==> src/rtl/bcd_counter_decoder_if.sv <==
// bcd_counter_decoder_if: control inputs and registered count/decode outputs of the BCD counter.
interface bcd_counter_decoder_if #(parameter int DIGITS = 2);
  logic                 en;
  logic                 up_dn;
  logic                 load;
  logic [4*DIGITS-1:0]  load_val;
  logic [4*DIGITS-1:0]  count;
  logic [10*DIGITS-1:0] dec_out;
  logic                 carry_out;
  logic                 invalid;
  modport master (output en, up_dn, load, load_val, input count, dec_out, carry_out, invalid);
  modport slave  (input en, up_dn, load, load_val, output count, dec_out, carry_out, invalid);
endinterface

==> src/rtl/bcd_counter_decoder.sv <==
// bcd_counter_decoder: multi-digit BCD up/down counter with registered per-digit decimal decoders.
module bcd_counter_decoder #(
  parameter int DIGITS     = 2,
  parameter bit ACTIVE_LOW = 1
) (
  input logic clk,
  input logic rst,
  bcd_counter_decoder_if.slave bus
);
  logic [4*DIGITS-1:0]  count_q, count_d, step;
  logic [10*DIGITS-1:0] dec_out_q, dec_out_d;
  logic                 carry_out_q, carry_out_d, invalid_q, invalid_d, rip;
  logic [3:0]           dg;
  always_comb begin
    step = count_q;
    rip  = 1'b1;
    dg   = '0;
    // rip stays high only while every digit so far wrapped; a non-BCD digit is cleared and stops it
    for (int i = 0; i < DIGITS; i++) begin
      dg = count_q[4*i +: 4];
      if (rip) begin
        step[4*i +: 4] = dg > 4'd9 ? 4'd0 :
                         bus.up_dn ? (dg == 4'd9 ? 4'd0 : dg + 4'd1) :
                                     (dg == 4'd0 ? 4'd9 : dg - 4'd1);
        rip = dg == (bus.up_dn ? 4'd9 : 4'd0);
      end
    end
    count_d     = bus.load ? bus.load_val : bus.en ? step : count_q;
    carry_out_d = !bus.load && bus.en && rip;
    invalid_d   = 1'b0;
    dec_out_d   = '0;
    // decode the next count so outputs land on the same edge as count
    for (int i = 0; i < DIGITS; i++) begin
      invalid_d = invalid_d | (count_d[4*i +: 4] > 4'd9);
      for (int n = 0; n < 10; n++)
        dec_out_d[10*i+n] = ACTIVE_LOW ^ (count_d[4*i +: 4] == 4'(n));
    end
  end
  always_ff @(posedge clk) begin
    if (rst) begin
      count_q     <= '0;
      dec_out_q   <= {DIGITS{ACTIVE_LOW ? 10'h3fe : 10'h001}};
      carry_out_q <= 1'b0;
      invalid_q   <= 1'b0;
    end else begin
      count_q     <= count_d;
      dec_out_q   <= dec_out_d;
      carry_out_q <= carry_out_d;
      invalid_q   <= invalid_d;
    end
  end
  assign bus.count     = count_q;
  assign bus.dec_out   = dec_out_q;
  assign bus.carry_out = carry_out_q;
  assign bus.invalid   = invalid_q;
endmodule

==> src/flat_wrapper.sv <==
// flat-port wrapper written by rule: the top's interface ports become plain ports
module bcd_counter_decoder_flat 
#(
  parameter int DIGITS     = 2,
  parameter bit ACTIVE_LOW = 1
)
  (clk, rst, bus_en, bus_up_dn, bus_load, bus_load_val, bus_count, bus_dec_out, bus_carry_out, bus_invalid);
  bcd_counter_decoder_if #(.DIGITS(DIGITS)) bus_i ();
  input logic clk;
  input logic rst;
  input wire logic [$bits(bus_i.en)-1:0] bus_en;
  input wire logic [$bits(bus_i.up_dn)-1:0] bus_up_dn;
  input wire logic [$bits(bus_i.load)-1:0] bus_load;
  input wire logic [$bits(bus_i.load_val)-1:0] bus_load_val;
  output wire logic [$bits(bus_i.count)-1:0] bus_count;
  output wire logic [$bits(bus_i.dec_out)-1:0] bus_dec_out;
  output wire logic [$bits(bus_i.carry_out)-1:0] bus_carry_out;
  output wire logic [$bits(bus_i.invalid)-1:0] bus_invalid;
  assign bus_i.en = bus_en;
  assign bus_i.up_dn = bus_up_dn;
  assign bus_i.load = bus_load;
  assign bus_i.load_val = bus_load_val;
  assign bus_count = bus_i.count;
  assign bus_dec_out = bus_i.dec_out;
  assign bus_carry_out = bus_i.carry_out;
  assign bus_invalid = bus_i.invalid;
  bcd_counter_decoder #(.DIGITS(DIGITS), .ACTIVE_LOW(ACTIVE_LOW)) u_core (.clk(clk), .rst(rst), .bus(bus_i));
endmodule
==> config.mk <==
export PLATFORM = sky130hd
export DESIGN_NAME = bcd_counter_decoder_flat
export DESIGN_NICKNAME = d
export VERILOG_FILES = /design/src/rtl/bcd_counter_decoder_if.sv /design/src/rtl/bcd_counter_decoder.sv /design/src/flat_wrapper.sv
export SDC_FILE = /design/constraint.sdc
export NUM_CORES = 1
export LEC_CHECK = 0
export CAP_MARGIN = 0
export CORE_MARGIN = 5
export CORE_UTILIZATION = 40
export CTS_CLUSTER_SIZE = 8
export DETAILED_ROUTE_END_ITERATION = 10
export GPL_ROUTABILITY_DRIVEN = 0
export PLACE_DENSITY = 0.71
export SLEW_MARGIN = 20
export SYNTH_ARGS = -nofsm -noshare
export SYNTH_HDL_FRONTEND = slang
export SYNTH_SLANG_ARGS = --single-unit
==> constraint.sdc <==
create_clock -name clk -period 2 [get_ports clk]
set_clock_uncertainty 0.05 [all_clocks]
set_input_delay 0.6 -clock clk [delete_from_list [all_inputs] [get_ports clk]]
set_output_delay 0.6 -clock clk [all_outputs]
set_load 0.03 [all_outputs]
== Word-level counts from Yosys, hierarchy flattened ==
Cells that the tools add are included.
Word-level totals
  word-level logic and storage cells: 75
  input bits: 13
  bits in registers: 30
  output and inout port bits: 30
Cells by class
  equal/unequal tests: 22
  add/sub/neg operators: 4
  bitwise logic cells: 21
  reduce and logical (&&, ||, !) cells: 7
  muxes and demuxes: 13
  order comparisons: 4
Operator list (count)
  4-bit two-way mux: 10
  4-bit by 3-bit equality test with 1-bit output (second input constant): 8
  4-bit equality test (second input constant): 6
  1-bit NOT: 20
  4-bit by 2-bit equality test with 1-bit output (second input constant): 4
  4-bit > comparator (second input constant): 4
  4-bit logical NOT: 4
  8-bit two-way mux: 2
  4-bit by 1-bit adder with 4-bit output (second input constant): 2
  4-bit by 1-bit equality test with 1-bit output (second input constant): 2
  4-bit equality test: 2
  4-bit by 1-bit subtractor with 4-bit output (second input constant): 2
  1-bit logical AND: 2
  1-bit logical NOT: 1
  1-bit two-way mux: 1
  1-bit bitwise OR: 1

== Logic depth before layout (Yosys ltp) ==
  depth in word-level cells: 9
  mapped depth: 9
  gate-level depth less buffers: 8

== Worst setup path after synthesis ==
OpenSTA, ideal clock, no wires.
  path kind: register -> register
  from: reg u_core.count_q[1], in the netlist u_core.bus.count[1]
  to: reg u_core.dec_out_q[1], in the netlist u_core.bus.dec_out[1]
  period minus slack after synthesis: 2354 ps
  path buffers: 0
  cell stages (with the launch flop): 9
  setup time: 125 ps
  arrival time: 2178 ps
  path slack: -354 ps
  data required time: 1825 ps
  cell sequence: dfxtp_1 -> inv_1 -> ha_1 -> or3b_1 -> a211o_1 -> a31oi_1 -> a21oi_1 -> nor3_2 -> nand2_1
Between the ends
  word-level cells in the longest chain between the ends: 8
  elaborated cells on any way between the ends: 13
  classes of those cells: add/sub: 2; order compare: 1; eq/ne: 2; mux: 6; bitwise: 1; reduce/logical: 1
Ends and longest elaborated chain
  start, declared: line bcd_counter_decoder.sv:10  | logic [4*DIGITS-1:0] count_q, count_d, step;
  start signal, assigned: line bcd_counter_decoder.sv:46  | count_q <= count_d;
  4-bit by 1-bit subtractor with 4-bit output, or another cell as far along: line bcd_counter_decoder.sv:24  | (dg == 4'd0 ? 4'd9 : dg - 4'd1);
  4-bit two-way mux, on equally long branches: line bcd_counter_decoder.sv:24, bcd_counter_decoder.sv:23
  4-bit two-way mux: line bcd_counter_decoder.sv:23  | bus.up_dn ? (dg == 4'd9 ? 4'd0 : dg + 4'd1) :
  4-bit two-way mux: line bcd_counter_decoder.sv:22  | step[4*i +: 4] = dg > 4'd9 ? 4'd0 :
  8-bit two-way mux * (2 in a row): line bcd_counter_decoder.sv:28  | count_d = bus.load ? bus.load_val : bus.en ? step : count_q;
  4-bit by 1-bit equality test with 1-bit output *: line bcd_counter_decoder.sv:36  | dec_out_d[10*i+n] = ACTIVE_LOW ^ (count_d[4*i +: 4] == 4'(n));
  1-bit NOT (no source line) *
  end signal, assigned: line bcd_counter_decoder.sv:42  | dec_out_q <= {DIGITS{ACTIVE_LOW ? 10'h3fe : 10'h001}};
  end signal, assigned: line bcd_counter_decoder.sv:47  | dec_out_q <= dec_out_d;
  end, declared: line bcd_counter_decoder.sv:11  | logic [10*DIGITS-1:0] dec_out_q, dec_out_d;
Mark *: on every way between the ends. The rest lies on a longest branch, timed or not.
A chain may end at the register's enable or synchronous reset.

== Worst setup path after layout ==
Ends and elaborated chain as after synthesis.

==> results.sh <==
export IMPL_die_height_um=72.9
export IMPL_die_area_sq_um=5310
export IMPL_crit_family="simple AND/OR/NAND/NOR gates"
export IMPL_synth_cells=186
export IMPL_wl_um=4600
export IMPL_drv_cap=0
export IMPL_p_per_area_nw_per_um2=664
export IMPL_period_share_pct=100
export IMPL_fin_cells=314
export IMPL_htree_levels=2
export IMPL_synth_edf_count=0
export IMPL_yosys_warnings=0
export IMPL_cp_max_fo=7
export IMPL_drtPass1Iterations=4
export IMPL_antennaDiodeCount=0
export IMPL_grt_pass1_vias=1459
export IMPL_critPathCaptureType="register"
export IMPL_port_buffers=42
export IMPL_nNetsFinal=282
export IMPL_async_reset_ff_share_pct=0
export IMPL_die_x_um=72.9
export IMPL_synth_distinct_cells=54
export IMPL_cts_buffer_depth=2
export IMPL_hold_class="reg2reg"
export IMPL_dp_cells=298
export IMPL_cts_tree="built"
export IMPL_num_vias=1627
export IMPL_start_util_pct=42.2
export IMPL_tightestPinTransition_ns=0.376
export IMPL_syn_area_sq_um=1580
export IMPL_grt_max_degree=14
export IMPL_synth_seq_cells=30
export IMPL_synth_top_flop_cell="dfxtp_1"
export IMPL_setup_viol=1
export IMPL_crit_slowest_cell="dfxtp_4"
export IMPL_drt_iter0_drc=124
export IMPL_power_leakage_nw=1.13
export IMPL_violations="setup timing"
export IMPL_routed_via_density=5.18
export IMPL_crit_required_ns=2.10
export IMPL_rsz0062_at_grt="true"
export IMPL_synth_area_leaders="dfxtp_1 (38%), nand2_1 (6.7%), nor2_1 (4.0%), ha_1 (3.2%), nand2b_1 (2.8%)"
export IMPL_grt_usage_pct=15.9
export IMPL_overflow=0
export IMPL_drc_errors=0
export IMPL_cts_made_buffers=5
export IMPL_finalHoldViolCount=0
export IMPL_ir_drop_mv=0.577
export IMPL_cp_cell_sequence="inv_4 -> ha_4 -> or3b_1 -> a211o_1 -> a31oi_2 -> a21oi_2 -> nor3_4 -> nand2_1"
export IMPL_synth_top_cell_by_area="dfxtp_1"
export IMPL_start_kind="register"
export IMPL_numClockSinks=30
export IMPL_layout_common_cells="buf_4 (35), clkdlybuf4s50_1 (31), nand2_1 (28), dfxtp_1 (27), nor2_1 (15)"
export IMPL_detail_route_wl_per_cell_um=14.7
export IMPL_io_pins=43
export IMPL_finalCriticalPeriod_ns=2.01
export IMPL_cts_reportedPaths_clkPinSlew_ns=0.07
export IMPL_syn_nets=203
export IMPL_tns_ns=-0.00855
export IMPL_finalMaxSlewViolations=0
export IMPL_power_mw=1.76
export IMPL_std_cell_rows=22
export IMPL_ys_seq_area_share_pct=38.0
export IMPL_yosysTopAreaCellShare_pct=38.0
export IMPL_critPathBufInv=1
export IMPL_cp_data_arrival_time_ns=2.11
export IMPL_antenna_found_initial=0
export IMPL_core_sq_um=3740
export IMPL_antenna_left=0
export IMPL_clkLatencyLatePin_ns=0.27
export IMPL_fmax_mhz=498
export IMPL_max_slew_margin_pct=74.9
export IMPL_grt_pass1_wl_um=6730
export IMPL_slowest_delay_ns=0.37
export IMPL_areaGrowthSynthToFinish_pct=67.9
export IMPL_place_hpwl_um=3000
export IMPL_critPathKind="reg2reg"
export IMPL_root_buffer="clkbuf_8"
export IMPL_status="finished with violations"
export IMPL_placed_area_sq_um=2270
export IMPL_drive_above_1_share_pct=35.0
export IMPL_cts_hold_buf=0
export IMPL_setup_slack_ns=-0.00855
export IMPL_final_area_sq_um=2650
export IMPL_final_common_cell="buf_4"
export IMPL_avgSynthCellArea_sq_um=8.50
-- cells by family after synthesis --
kind of cell / after synthesis / synth area share [%]
AND/OR/NAND/NOR: 85 / 28.8
AO/OA/AOI/OAI: 44 / 22.0
flip-flops: 30 / 38.0
buffers and inverters: 20 / 6.26
adder cells (fa/ha/maj): 4 / 3.17
XOR/XNOR: 2 / 1.11
multiplexers: 1 / 0.633
-- timing repair --
item / CTS / global route
pin swaps: 9 / 14
setup buffers: 4 / 5
resized for setup: 26 / 31
setup endpoints to repair: 33 / 18
-- path summary, 6_finish.rpt --
check	from	end	slack, ns	cells past startpoint
worst max-delay path	u_core.bus.count[1]$_SDFF_PP0_	u_core.bus.dec_out[1]$_SDFF_PP1_	-0.009	8
worst min-delay path	u_core.bus.count[5]$_SDFF_PP0_	u_core.bus.carry_out$_SDFF_PP0_	0.70	4
worst min register to register	u_core.bus.count[5]$_SDFF_PP0_	u_core.bus.carry_out$_SDFF_PP0_	0.70	4
worst max register to register	u_core.bus.count[1]$_SDFF_PP0_	u_core.bus.dec_out[1]$_SDFF_PP1_	-0.009	8
-- report_power, final --
part | switching [mW] | leakage (nW) | internal (mW) | total, mW
combinational | 0.283 | 0.824 | 0.260 | 0.543
sequential | 0.0241 | 0.248 | 0.627 | 0.651
clock | 0.219 | 0.0575 | 0.347 | 0.566
total | 0.526 | 1.13 | 1.23 | 1.76
-- per-layer routing --
| metal | global-route usage [%] | wire length [um] | part of all wire (%) |
|---|---|---|---|
| met1 | 20.9 | 1940 | 42 |
| met2 | 25.9 | 2320 | 50 |
| met3 | 4.68 | 319 | 6.9 |
| met4 | 3.07 | 28 | 0.61 |
| met5 | 0 | 0 | 0 |
-- stage by stage --
step | hold slack (ns) | util, % | setup slack (ns)
after global placement | 0.719 | 60.8 | -0.614
after global routing | 0.774 | 70.9 | -0.106
after CTS | 0.708 | 66.0 | -0.0340
final | 0.705 | 70.9 | -0.00855
after detailed placement | 0.709 | 60.8 | -0.627
after floorplan | 0.677 | - | -0.0160
-- synthesized netlist by cell type (2+ instances only) --
cell      instances
nand2b_1          7
and2_1            2
nor3_1            5
nor2b_1           4
buf_6             2
buf_1             2
nand2_1          28
nor3_2            2
nand3_1           2
nor3b_1           3
o32ai_1           2
nand3b_1          2
o21ai_0           7
a211o_1           3
and3b_1           2
nor4_1            2
inv_1             7
a21oi_1           6
o21ai_1           3
o31ai_1           2
and3_1            2
clkbuf_1          2
ha_1              4
dfxtp_1          30
buf_2             7
a31oi_1           4
nor2_1           17
-- registers in the layout (all words and copies together), names as in the netlist --
signal	flops
u_core.bus.invalid	1
u_core.bus.carry_out	1
u_core.bus.count	8
u_core.bus.dec_out	20
-- worst register-to-register path, delay by kind of cell, from the launching register on --
kind	cells	cell delay (ns)
buffers and inverters	1	0.08
AO/OA/AOI/OAI	3	0.52
flip-flops	1	0.37
adder cells (fa/ha/maj)	1	0.16
AND/OR/NAND/NOR	3	0.70
-- final cells by class --
type	count	area [sq um]
repair buffers	85	773
fillers	287	1090
multi-input cells	136	1070
well taps	48	60.1
inverters	7	31.3
flip-flops and latches	30	609
clock buffers	8	110
Note: power is estimated with default switching activity, not from simulation.
